### config.mk
export PLATFORM = sky130hd
export DESIGN_NAME = pulse_edge_monitor_flat
export DESIGN_NICKNAME = d
export VERILOG_FILES = /design/src/rtl/pulse_edge_monitor_if.sv /design/src/rtl/pulse_edge_monitor.sv /design/src/flat_wrapper.sv
export SDC_FILE = /design/constraint.sdc
export NUM_CORES = 1
export LEC_CHECK = 0
export ABC_AREA = 1
export CORE_ASPECT_RATIO = 1.2
export CORE_MARGIN = 2
export CORE_UTILIZATION = 35
export DETAILED_ROUTE_END_ITERATION = 10
export PLACE_DENSITY = 0.57
export SETUP_SLACK_MARGIN = 0.05
export SLEW_MARGIN = 20
export SYNTH_ARGS = -nofsm -noshare
export SYNTH_HDL_FRONTEND = slang
export SYNTH_SLANG_ARGS = --single-unit
export TNS_END_PERCENT = 50
### constraint.sdc
create_clock -name clk -period 1.3 [get_ports clk]
set_input_delay 0.26 -clock clk [delete_from_list [all_inputs] [get_ports clk]]
set_output_delay 0.26 -clock clk [all_outputs]
set_load 0.02 [all_outputs]
### src/rtl/pulse_edge_monitor_if.sv
// Bundle of the monitored strobe, its controls and every monitor result.
// master: the side driving the strobe (controller or bench).
// slave: the monitor itself.
interface pulse_edge_monitor_if #(
    parameter int MAX_W = 8,
    parameter int CW    = 8
);
    localparam int WW = $clog2(MAX_W + 2);

    logic          a;
    logic          en_i;
    logic          clr_i;
    logic          rose_o;
    logic          fell_o;
    logic          stable_o;
    logic          pass_o;
    logic          err_short_o;
    logic          err_long_o;
    logic          err_o;
    logic [WW-1:0] width_o;
    logic [CW-1:0] rose_cnt_o;
    logic [CW-1:0] fell_cnt_o;

    modport master (
        output a, en_i, clr_i,
        input  rose_o, fell_o, stable_o, pass_o, err_short_o, err_long_o,
               err_o, width_o, rose_cnt_o, fell_cnt_o
    );

    modport slave (
        input  a, en_i, clr_i,
        output rose_o, fell_o, stable_o, pass_o, err_short_o, err_long_o,
               err_o, width_o, rose_cnt_o, fell_cnt_o
    );
endinterface

### src/rtl/pulse_edge_monitor.sv
// Edge / pulse-width monitor for a single-bit control strobe.
// Emits registered rose/fell/stable pulses, saturating edge counters and
// a high-width check against MIN_W..MAX_W with a sticky error flag.
// Optional macro PULSE_EDGE_MONITOR_SYNC_EN inserts a 2-flop synchronizer
// in front of the sampler for strobes from another clock domain.
//
// state   | meaning
// --------+-------------------------------------------------------------
// IDLE    | no measurement running, waiting for a rise with en_i=1
// MEASURE | counting high samples of the current pulse in cnt
// OVERRUN | pulse already exceeded MAX_W, waiting for the fall
module pulse_edge_monitor #(
    parameter int MIN_W = 2,
    parameter int MAX_W = 8,
    parameter int CW    = 8
) (
    input  logic                  clk,
    input  logic                  rst_n,
    pulse_edge_monitor_if.slave   bus
);
    localparam int WW = $clog2(MAX_W + 2);

    typedef enum logic [1:0] {
        IDLE    = 2'd0,
        MEASURE = 2'd1,
        OVERRUN = 2'd2
    } state_t;

    logic          a_s;
    logic          a_q;
    logic          rise;
    logic          fall;
    state_t        state;
    state_t        state_nx;
    logic [WW-1:0] cnt;
    logic [WW-1:0] cnt_nx;
    logic          pass_nx;
    logic          short_nx;
    logic          long_nx;
    logic          width_ld;
    logic [CW-1:0] rose_base;
    logic [CW-1:0] fell_base;

`ifdef PULSE_EDGE_MONITOR_SYNC_EN
    logic sync1;
    logic sync2;

    // Two-flop synchronizer; adds exactly two cycles ahead of the sampler.
    always_ff @(posedge clk or negedge rst_n) begin
        if (!rst_n) begin
            sync1 <= 1'b0;
            sync2 <= 1'b0;
        end else begin
            sync1 <= bus.a;
            sync2 <= sync1;
        end
    end

    assign a_s = sync2;
`else
    assign a_s = bus.a;
`endif

    assign rise = a_s & ~a_q;
    assign fall = ~a_s & a_q;

    // A clear coinciding with an edge leaves the counter at 1, hence clear first.
    assign rose_base = bus.clr_i ? '0 : bus.rose_cnt_o;
    assign fell_base = bus.clr_i ? '0 : bus.fell_cnt_o;

    // Next-state and result pulses for the width measurement.
    always_comb begin
        state_nx = state;
        cnt_nx   = cnt;
        pass_nx  = 1'b0;
        short_nx = 1'b0;
        long_nx  = 1'b0;
        width_ld = 1'b0;
        if (!bus.en_i) begin
            state_nx = IDLE;
        end else begin
            case (state)
                IDLE: begin
                    if (rise) begin
                        state_nx = MEASURE;
                        cnt_nx   = WW'(1);
                    end
                end
                MEASURE: begin
                    if (a_s) begin
                        if (cnt == WW'(MAX_W)) begin
                            long_nx  = 1'b1;
                            state_nx = OVERRUN;
                        end else begin
                            cnt_nx = cnt + 1'b1;
                        end
                    end else begin
                        width_ld = 1'b1;
                        if (cnt < WW'(MIN_W)) begin
                            short_nx = 1'b1;
                        end else begin
                            pass_nx = 1'b1;
                        end
                        state_nx = IDLE;
                    end
                end
                OVERRUN: begin
                    if (!a_s) begin
                        state_nx = IDLE;
                    end
                end
                default: state_nx = IDLE;
            endcase
        end
    end

    // State register and all registered outputs; reset drops any measurement.
    always_ff @(posedge clk or negedge rst_n) begin
        if (!rst_n) begin
            state           <= IDLE;
            cnt             <= '0;
            a_q             <= 1'b0;
            bus.rose_o      <= 1'b0;
            bus.fell_o      <= 1'b0;
            bus.stable_o    <= 1'b1;
            bus.pass_o      <= 1'b0;
            bus.err_short_o <= 1'b0;
            bus.err_long_o  <= 1'b0;
            bus.err_o       <= 1'b0;
            bus.width_o     <= '0;
            bus.rose_cnt_o  <= '0;
            bus.fell_cnt_o  <= '0;
        end else begin
            state           <= state_nx;
            cnt             <= cnt_nx;
            a_q             <= a_s;
            bus.rose_o      <= rise;
            bus.fell_o      <= fall;
            bus.stable_o    <= (a_s == a_q);
            bus.pass_o      <= pass_nx;
            bus.err_short_o <= short_nx;
            bus.err_long_o  <= long_nx;
            bus.err_o       <= (bus.err_o & ~bus.clr_i) | short_nx | long_nx;
            if (width_ld) begin
                bus.width_o <= cnt;
            end
            bus.rose_cnt_o  <= (rise && rose_base != '1) ? rose_base + 1'b1 : rose_base;
            bus.fell_cnt_o  <= (fall && fell_base != '1) ? fell_base + 1'b1 : fell_base;
        end
    end
endmodule
### src/flat_wrapper.sv
// flat-port wrapper written by rule: the top's interface ports become plain ports
module pulse_edge_monitor_flat 
#(
    parameter int MIN_W = 2,
    parameter int MAX_W = 8,
    parameter int CW    = 8
)
  (clk, rst_n, bus_a, bus_en_i, bus_clr_i, bus_rose_o, bus_fell_o, bus_stable_o, bus_pass_o, bus_err_short_o, bus_err_long_o, bus_err_o, bus_width_o, bus_rose_cnt_o, bus_fell_cnt_o);
  pulse_edge_monitor_if #(.MAX_W(MAX_W), .CW(CW)) bus_i ();
  input  logic clk;
  input  logic rst_n;
  input wire logic [$bits(bus_i.a)-1:0] bus_a;
  input wire logic [$bits(bus_i.en_i)-1:0] bus_en_i;
  input wire logic [$bits(bus_i.clr_i)-1:0] bus_clr_i;
  output wire logic [$bits(bus_i.rose_o)-1:0] bus_rose_o;
  output wire logic [$bits(bus_i.fell_o)-1:0] bus_fell_o;
  output wire logic [$bits(bus_i.stable_o)-1:0] bus_stable_o;
  output wire logic [$bits(bus_i.pass_o)-1:0] bus_pass_o;
  output wire logic [$bits(bus_i.err_short_o)-1:0] bus_err_short_o;
  output wire logic [$bits(bus_i.err_long_o)-1:0] bus_err_long_o;
  output wire logic [$bits(bus_i.err_o)-1:0] bus_err_o;
  output wire logic [$bits(bus_i.width_o)-1:0] bus_width_o;
  output wire logic [$bits(bus_i.rose_cnt_o)-1:0] bus_rose_cnt_o;
  output wire logic [$bits(bus_i.fell_cnt_o)-1:0] bus_fell_cnt_o;
  assign bus_i.a = bus_a;
  assign bus_i.en_i = bus_en_i;
  assign bus_i.clr_i = bus_clr_i;
  assign bus_rose_o = bus_i.rose_o;
  assign bus_fell_o = bus_i.fell_o;
  assign bus_stable_o = bus_i.stable_o;
  assign bus_pass_o = bus_i.pass_o;
  assign bus_err_short_o = bus_i.err_short_o;
  assign bus_err_long_o = bus_i.err_long_o;
  assign bus_err_o = bus_i.err_o;
  assign bus_width_o = bus_i.width_o;
  assign bus_rose_cnt_o = bus_i.rose_cnt_o;
  assign bus_fell_cnt_o = bus_i.fell_cnt_o;
  pulse_edge_monitor #(.MIN_W(MIN_W), .MAX_W(MAX_W), .CW(CW)) u_core (.clk(clk), .rst_n(rst_n), .bus(bus_i));
endmodule
==> summary.md, run 1 <==
| Metric | Value |
|---|---|
| Initial antenna violation count | `0` |
| Pwr/cell area | `950 mW/mm²` |
| Area growth syn-to-layout | `53.9%` |
| Post-Syn Area | `0.00184 mm²` |
| Vias per cell | `4.59` |
| Critical path fanouts, max | `7` |
| Status | `finished with violations` |
| Total chip power | `2.69 mW` |
| Compound-cell area share of the yosys netlist | `4.08%` |
| Final setup viols | `10` |
| Total Wirelength | `4.40 mm` |
| Mux contribution to synthesized area | `0%` |
| Clk buf depth | `2` |
| Total GRT Usage | `15.2%` |
| DP Cell Count | `359` |
| H-tree depth | `2` |
| Hold_buf cts | `0` |
| DRT antenna net count | `0` |
| Post-synthesis sequential area ratio | `46.3%` |
| Req. time, crit path | `1.48 ns` |
| Critical path launch point type | `flip-flop` |
| Non-filler cells, final | `374` |
| Most used DFF post-synth | `dfrtp_1` |
| Final hold vios | `0` |
| Post-Syn Instances | `225` |
| HP Class | `in2reg` |
| Vias in the first global route | `1,671` |
| DR WL/cell | `11.8 µm` |
| Slew margin rel. | `81.4%` |
| Setup slack after layout | `-0.0291 ns` |
| Clk_lat worst skew | `0.29 ns` |
| Max IR drop VDD | `0.000754 V` |
| Period Utilization, post-route | `102%` |
| Gpl congestion | `0.782` |
| I/O pin count | `32` |
| Post-Synth Simple-Gate Area | `33.7%` |
| FF-to-FF setup slack | `-0.03 ns` |
| Post-synth cell types | `27` |
| Reg2reg path depth | `10` |
| Synth async-reset ratio | `100%` |
| Vert. Die Dim | `83.5 µm` |
| Vias post-DR | `1,716` |
| Slew Limit Fails | `0` |
| RR Startpoint | `u_core.bus.rose_cnt_o[1]` |
| Design Area, Final | `0.00284 mm²` |
| CTS tree | `yes` |
| Ant diodes | `0` |
| Layout Nets | `324` |
| Setup Crit Path Kind | `reg2reg` |
| Top cells by area, synth | `dfrtp_1 45%, nand2_1 16%, nand3_1 5.7%, inv_1 5.3%, ha_1 4.1%` |
| TritonCTS Buffers | `5` |
| Clock root cell | `clkbuf_8` |
| GRT Residual Overflow | `0` |
| Xor and xnor area share after synthesis | `3.80%` |
| Unrepaired setup endpoints after global routing | `yes` |
| CTS clk-pin slew, worst paths | `0.07 ns` |
| Die Width | `70.2 µm` |
| Layout cells sized above 1 | `45.5%` |
| Largest net degree at the start of global routing | `35` |
| Failing checks | `setup timing` |
| Syn Area/Cell | `8.19 µm²` |
| Syn_nets | `236` |
| Hold Path Origin | `bus_a` |
| Synth top cells by count | `78 x nand2_1, 33 x dfrtp_1, 26 x inv_1, 21 x nand3_1, 11 x nor2_1` |
| First-pass DRT Iterations | `4` |
| Adder-cell share of the synthesized area | `4.08%` |
| Register bit total from synthesis | `34` |
| Leak pwr | `1.52 nW` |
| Most common cell in the netlist | `nand2_1` |
| Max Cap Violations | `0` |
| Dpl hpwl | `3.03 mm` |
| First-pass GRT wire length | `7.17 mm` |
| Yosys top cell by area | `dfrtp_1` |
| Hold Path Stages | `2` |
| Number of synthesized flops with an enable pin | `0` |
| Min Hold Slack | `0.276 ns` |
| Core area | `0.00501 mm²` |
| Max Fclk | `752 MHz` |
| Worst EP arrival | `1.51 ns` |
| Period minus WS final | `1.33 ns` |
| Placement Cell Area | `0.00263 mm²` |
| Main combinational cell family by area after synthesis | `simple AND/OR/NAND/NOR gates` |
| Post-route DRC violation count | `0` |
| Row count | `28` |
| Initial Utilization | `36.8%` |
| Measured slew at the worst slew-check pin | `0.278 ns` |
| Reg-to-Reg End | `u_core.bus.rose_cnt_o[3]` |
| First DRT Iteration DRCs | `58` |
| Yosys top cell area share | `44.8%` |
| Final core utilization | `56.6%` |
| Clk_skew | `0.00390 ns` |
| Worst setup EP type | `flip-flop` |
| Worst Hold End | `u_core.a_q` |
| Port Buffers | `31` |
| Die area | `0.00586 mm²` |
| Syn. warnings | `0` |
| Clk sink count | `34` |
[power breakdown]
group	internal (mW)	leakage, nW	switching, mW
registers	1.15	0.450	0.0533
clock network	0.426	0.0472	0.404
logic	0.315	1.02	0.351
total	1.89	1.52	0.808
[registers in the layout (all words and copies together), names as in the netlist, 2 cells and up]
name and cells:
u_core.bus.fell_cnt_o 8, u_core.bus.rose_cnt_o 8, u_core.bus.width_o 4, u_core.cnt 4, u_core.state 2
[worst max-delay path, stage by stage (launching register included)]
cell and delay (ns):
dfrtp_2 0.37, inv_2 0.04, nor2_4 0.12, ha_4 0.15, nand2_4 0.05, nor2_4 0.11
nand2_2 0.09, nand2_4 0.11, inv_6 0.05, nand2_1 0.06, nand2_1 0.05
[metal layers]
metal | up-vias | wire length (µm) | GRT usage [%]
met2 | 31 | 2280 | 26.6
met1 | 810 | 1930 | 18.0
met5 | - | 0 | 0
met4 | 0 | 47 | 5.07
met3 | 5 | 145 | 3.74
li1 | 870 | - | -
[worst max-delay path by stage]
| stage | slack, ns | end | startpoint | depth (start not counted) |
|---|---|---|---|---|
| 2_1_floorplan | -0.08 | u_core.bus.rose_cnt_o[3] | u_core.bus.rose_cnt_o[1] | 10 |
| 3_3_place_gp | -0.56 | u_core.bus.rose_cnt_o[5] | bus_clr_i | 11 |
| 3_5_place_dp | -0.59 | u_core.bus.rose_cnt_o[7] | bus_clr_i | 11 |
| 4_1_cts | -0.05 | u_core.bus.fell_cnt_o[5] | bus_a | 8 |
| 5_1_grt | -0.12 | u_core.bus.rose_cnt_o[3] | u_core.bus.rose_cnt_o[1] | 10 |
| 6_report | -0.03 | u_core.bus.rose_cnt_o[3] | u_core.bus.rose_cnt_o[1] | 10 |
[kinds of logic (layout without fill, tap and decap cells)]
logic type,count (synthesis),in the layout
AOI/OAI and AO/OA,13,13
DFF,34,34
buffers and inverters,35,123
adders and majority gates,6,6
xor gates and xnor gates,8,8
and+or+nand+nor,129,130
[repair_timing]
action	in CTS	in global routing
endpoints found under the setup margin	49	45
gates cloned	1	0
buffers inserted	2	6
resized for setup	75	51
pin swaps	9	17
[metrics by stage]
step           setup WS, ns  setup TNS (ns)
2_1_floorplan       -0.0822          -0.827
3_3_place_gp         -0.561          -10.70
3_5_place_dp         -0.594          -10.86
4_1_cts             -0.0549          -0.454
5_1_grt              -0.117           -1.21
6_report            -0.0291          -0.125
[final cells by class]
type / count / area (µm²)
Inverter: 33 / 149
Clock inverter: 2 / 12.5
Sequential cell: 34 / 857
Multi-Input combinational cell: 157 / 1010
Tap cell: 60 / 75.1
Fill cell: 481 / 2170
Timing Repair Buffer: 82 / 649
Clock buffer: 6 / 82.6
[cell usage in the layout, fill, tap and decap left out, types with 5 or more instances in the layout]
cell	Yosys	routed
nand2_1	78	65
buf_4	1	49
dfrtp_1	33	29
inv_1	26	21
nand3_1	21	19
nand2_2	4	14
clkbuf_2	0	12
nor2_4	4	8
nand2_4	3	7
nor2_1	11	7
inv_2	6	6
clkbuf_8	0	6
clkdlybuf4s15_1	0	6
nand3_2	3	5
xor2_1	6	5
(Power assumes the default switching activity.)
==> run 2, diff against run 1 <==
- ABC_AREA: 1 -> unset
- GPL_TIMING_DRIVEN: unset -> 0
- PLACE_DENSITY: 0.57 -> 0.58
==> run 2 against run 1 <==
The flow still finishes with violations (setup timing). Final cell count decreased by 25%. Total power decreased by 4.7%. Critical path type unchanged. Register-to-register slack got worse by 0.18 ns. Worst setup slack got worse by 0.18 ns. Sequential share of layout area increased by 3.2 points. Die area decreased by 9.2%. Routed wire length decreased by 6.5%. Core utilization decreased by 0.36 points. Final area decreased by 8.9%. Highest routed layer unchanged. Critical path depth decreased by 4. Flip-flop and latch count unchanged. First-iteration DRC count increased by 47%.
==> summary.md, run 2 <==
| Metric | Value |
|---|---|
| Status | `finished with violations` |
| Failing checks | `setup timing` |
| Core area | `0.00459 mm² (-8.3%)` |
| Max Fclk | `661 MHz (-12%)` |
| Number of synthesized flops with an enable pin | `0 (unchanged)` |
| Final core utilization | `56.2% (-0.36 points)` |
| Die Width | `66.9 µm (-4.7%)` |
| Layout Nets | `232 (-28%)` |
| Post-Syn Instances | `151 (-33%)` |
| H-tree depth | `2 (unchanged)` |
| First-pass DRT Iterations | `4 (unchanged)` |
| Setup slack after layout | `-0.212 ns (-0.183 ns)` |
| Max Cap Violations | `0 (unchanged)` |
| Leak pwr | `1.21 nW (-20%)` |
| Critical path fanouts, max | `4 (-3)` |
| Initial Utilization | `36.2% (-0.57 points)` |
| Post-Syn Area | `0.00166 mm² (-9.7%)` |
| Synth top cells by count | `33 x dfrtp_1, 12 x nand2_1, 10 x nor2_1, 8 x a21oi_1, 8 x nor2b_1` |
| Dpl hpwl | `2.62 mm (-14%)` |
| Most common cell in the netlist | `dfrtp_1` |
| Register bit total from synthesis | `34 (unchanged)` |
| Worst setup EP type | `flip-flop` |
| Area growth syn-to-layout | `55.4%` |
| Syn. warnings | `0 (unchanged)` |
| I/O pin count | `32 (unchanged)` |
| Pwr/cell area | `993 mW/mm² (+4.6%)` |
| Clk_skew | `0.0115 ns (+0.00755 ns)` |
| Port Buffers | `31 (unchanged)` |
| Die area | `0.00532 mm² (-9.2%)` |
| Most used DFF post-synth | `dfrtp_1` |
| Vert. Die Dim | `79.5 µm (-4.7%)` |
| HP Class | `in2reg` |
| Clock root cell | `clkbuf_8` |
| CTS clk-pin slew, worst paths | `0.07 ns (about the same)` |
| Yosys top cell by area | `dfrtp_1` |
| Slew margin rel. | `74.4% (-7.0 points)` |
| CTS tree | `yes` |
| First-pass GRT wire length | `7.02 mm (-2.1%)` |
| Layout fillers | `409 (-15%)` |
| Initial antenna violation count | `0 (unchanged)` |
| Vias in the first global route | `1,402 (-16%)` |
| Total GRT Usage | `17.5% (+2.3 points)` |
| Post-route DRC violation count | `0 (unchanged)` |
| Syn_nets | `162 (-31%)` |
| Vias per cell | `5.06 (+10%)` |
| DRT antenna net count | `0 (unchanged)` |
| Most frequent cells in the layout | `23 x buf_4, 23 x dfrtp_1, 14 x buf_2` |
| Largest net degree at the start of global routing | `22 (-37%)` |
| DR WL/cell | `14.7 µm (+25%)` |
| Period minus WS final | `1.51 ns (+0.183 ns)` |
| Placement Cell Area | `0.00217 mm² (-17%)` |
| Layout cells sized above 1 | `54.5% (+9.0 points)` |
| Period Utilization, post-route | `116% (+14 points)` |
| Yosys top cell area share | `49.7% (+4.8 points)` |
| Clk sink count | `34 (unchanged)` |
| Top Registers | `u_core.bus.fell_cnt_o x8, u_core.bus.rose_cnt_o x8` |
| Synth async-reset ratio | `100% (unchanged)` |
| Ant diodes | `0 (unchanged)` |
| Gpl congestion | `0.852 (+8.9%)` |
| Total Wirelength | `4.12 mm (-6.5%)` |
| Min Hold Slack | `0.374 ns (+0.0977 ns)` |
| First DRT Iteration DRCs | `85 (+47%)` |
| Total chip power | `2.57 mW (-4.7%)` |
| Design Area, Final | `0.00258 mm² (-8.9%)` |
| Post-synthesis sequential area ratio | `51.2% (+5.0 points)` |
| Final hold vios | `0 (unchanged)` |
| Row count | `27 (-3.6%)` |
| Measured slew at the worst slew-check pin | `0.385 ns (+0.107 ns)` |
| Syn Area/Cell | `11.0 µm² (+35%)` |
| Top cells by area, synth | `dfrtp_1 50%, ha_1 4.5%, xnor2_1 3.7%, nor2b_1 3.0%, nand2_1 2.7%` |
| Clk_lat worst skew | `0.29 ns (about the same)` |
| Critical path launch point type | `flip-flop` |
| Slew Limit Fails | `0 (unchanged)` |
| Vias post-DR | `1,417 (-17%)` |
| Setup Crit Path Kind | `reg2reg` |
| Max IR drop VDD | `0.000744 V (-1.4%)` |
| Final setup viols | `18 (+8)` |
| Clk buf depth | `2 (unchanged)` |
| Post-synth cell types | `45 (+67%)` |
| Worst EP arrival | `1.69 ns (+0.18 ns)` |
| Req. time, crit path | `1.48 ns (about the same)` |
| Unrepaired setup endpoints after global routing | `yes` |
| GRT Residual Overflow | `0 (unchanged)` |
| TritonCTS Buffers | `5 (unchanged)` |
-- run 2: logic make-up after synthesis --
| group | count (synthesis) | share of synthesized area, % |
|---|---|---|
| xor+xnor | 7 | 3.69 |
| fa+ha+maj | 6 | 4.51 |
| buf+inv | 11 | 3.01 |
| mux | 6 | 3.84 |
| simple gates | 60 | 22.0 |
| compound gates | 27 | 11.7 |
| flops | 34 | 51.2 |
-- run 2: critical path: stages, from the launching register on --
cell,delay (ns)
dfrtp_2,0.37
nor2b_4,0.17
ha_4,0.15
and4b_4,0.28
nand2_2,0.06
nand2_2,0.08
mux2_4,0.30
-- run 2: routing by layer --
metal	wire length (µm)	GRT usage [%]	part of all wire, %	vias to the layer above
met5	0	0	0	-
met4	104	6.73	2.5	0
met3	251	3.24	6.1	12
met2	2170	29.8	53	46
met1	1590	21.7	39	679
li1	-	-	-	680
-- run 2: area by class of cell --
type / count / area [µm²] / area share, %
plain buffers: 2 / 10.0 / 0.387
clock buffers: 8 / 90.1 / 3.49
inverters: 8 / 35.0 / 1.36
multi-input cells: 106 / 987 / 38.2
flip-flops and latches: 34 / 865 / 33.5
well taps: 58 / 72.6 / 2.81
repair buffers: 64 / 524 / 20.3
-- run 2: worst paths after layout --
path	startpoint	end	slack [ns]	cells past startpoint
worst max-delay path	u_core.bus.fell_cnt_o[0]	u_core.bus.fell_cnt_o[1]	-0.21	6
worst min-delay path	bus_a	u_core.a_q	0.37	1
worst max register to register	u_core.bus.fell_cnt_o[0]	u_core.bus.fell_cnt_o[1]	-0.21	6
worst min register to register	u_core.bus.width_o[3]	u_core.bus.width_o[3]	0.49	2
max in group asynchronous	rst_n	u_core.bus.width_o[1]	0.45	3
min in group asynchronous	rst_n	u_core.bus.rose_cnt_o[3]	0.41	2
-- run 2: power breakdown --
group	leakage (nW)	internal, mW	switching (mW)
Sequential	0.437	1.14	0.0677
Clock	0.0455	0.432	0.395
Combinational	0.730	0.260	0.272
Total	1.21	1.83	0.735
-- run 2: what timing repair did --
| item | 4_1_cts | 5_1_grt |
|---|---|---|
| gates resized for setup | 104 | 31 |
| setup endpoints to repair | 50 | 38 |
| endpoints found under the hold margin | 12 | 0 |
| pin swaps | 21 | 15 |
| hold buffers | 1 | 0 |
| setup buffers | 29 | 4 |
-- run 2: metrics by stage --
stage / setup TNS, ns / cells / setup WS [ns]
CTS: -1.65 / 279 / -0.268
global placement: -43.40 / 240 / -0.961
global route: -3.53 / 280 / -0.270
finish: -1.59 / 280 / -0.212
floorplan: -1.26 / 151 / -0.276
detailed placement: -17.19 / 241 / -0.979
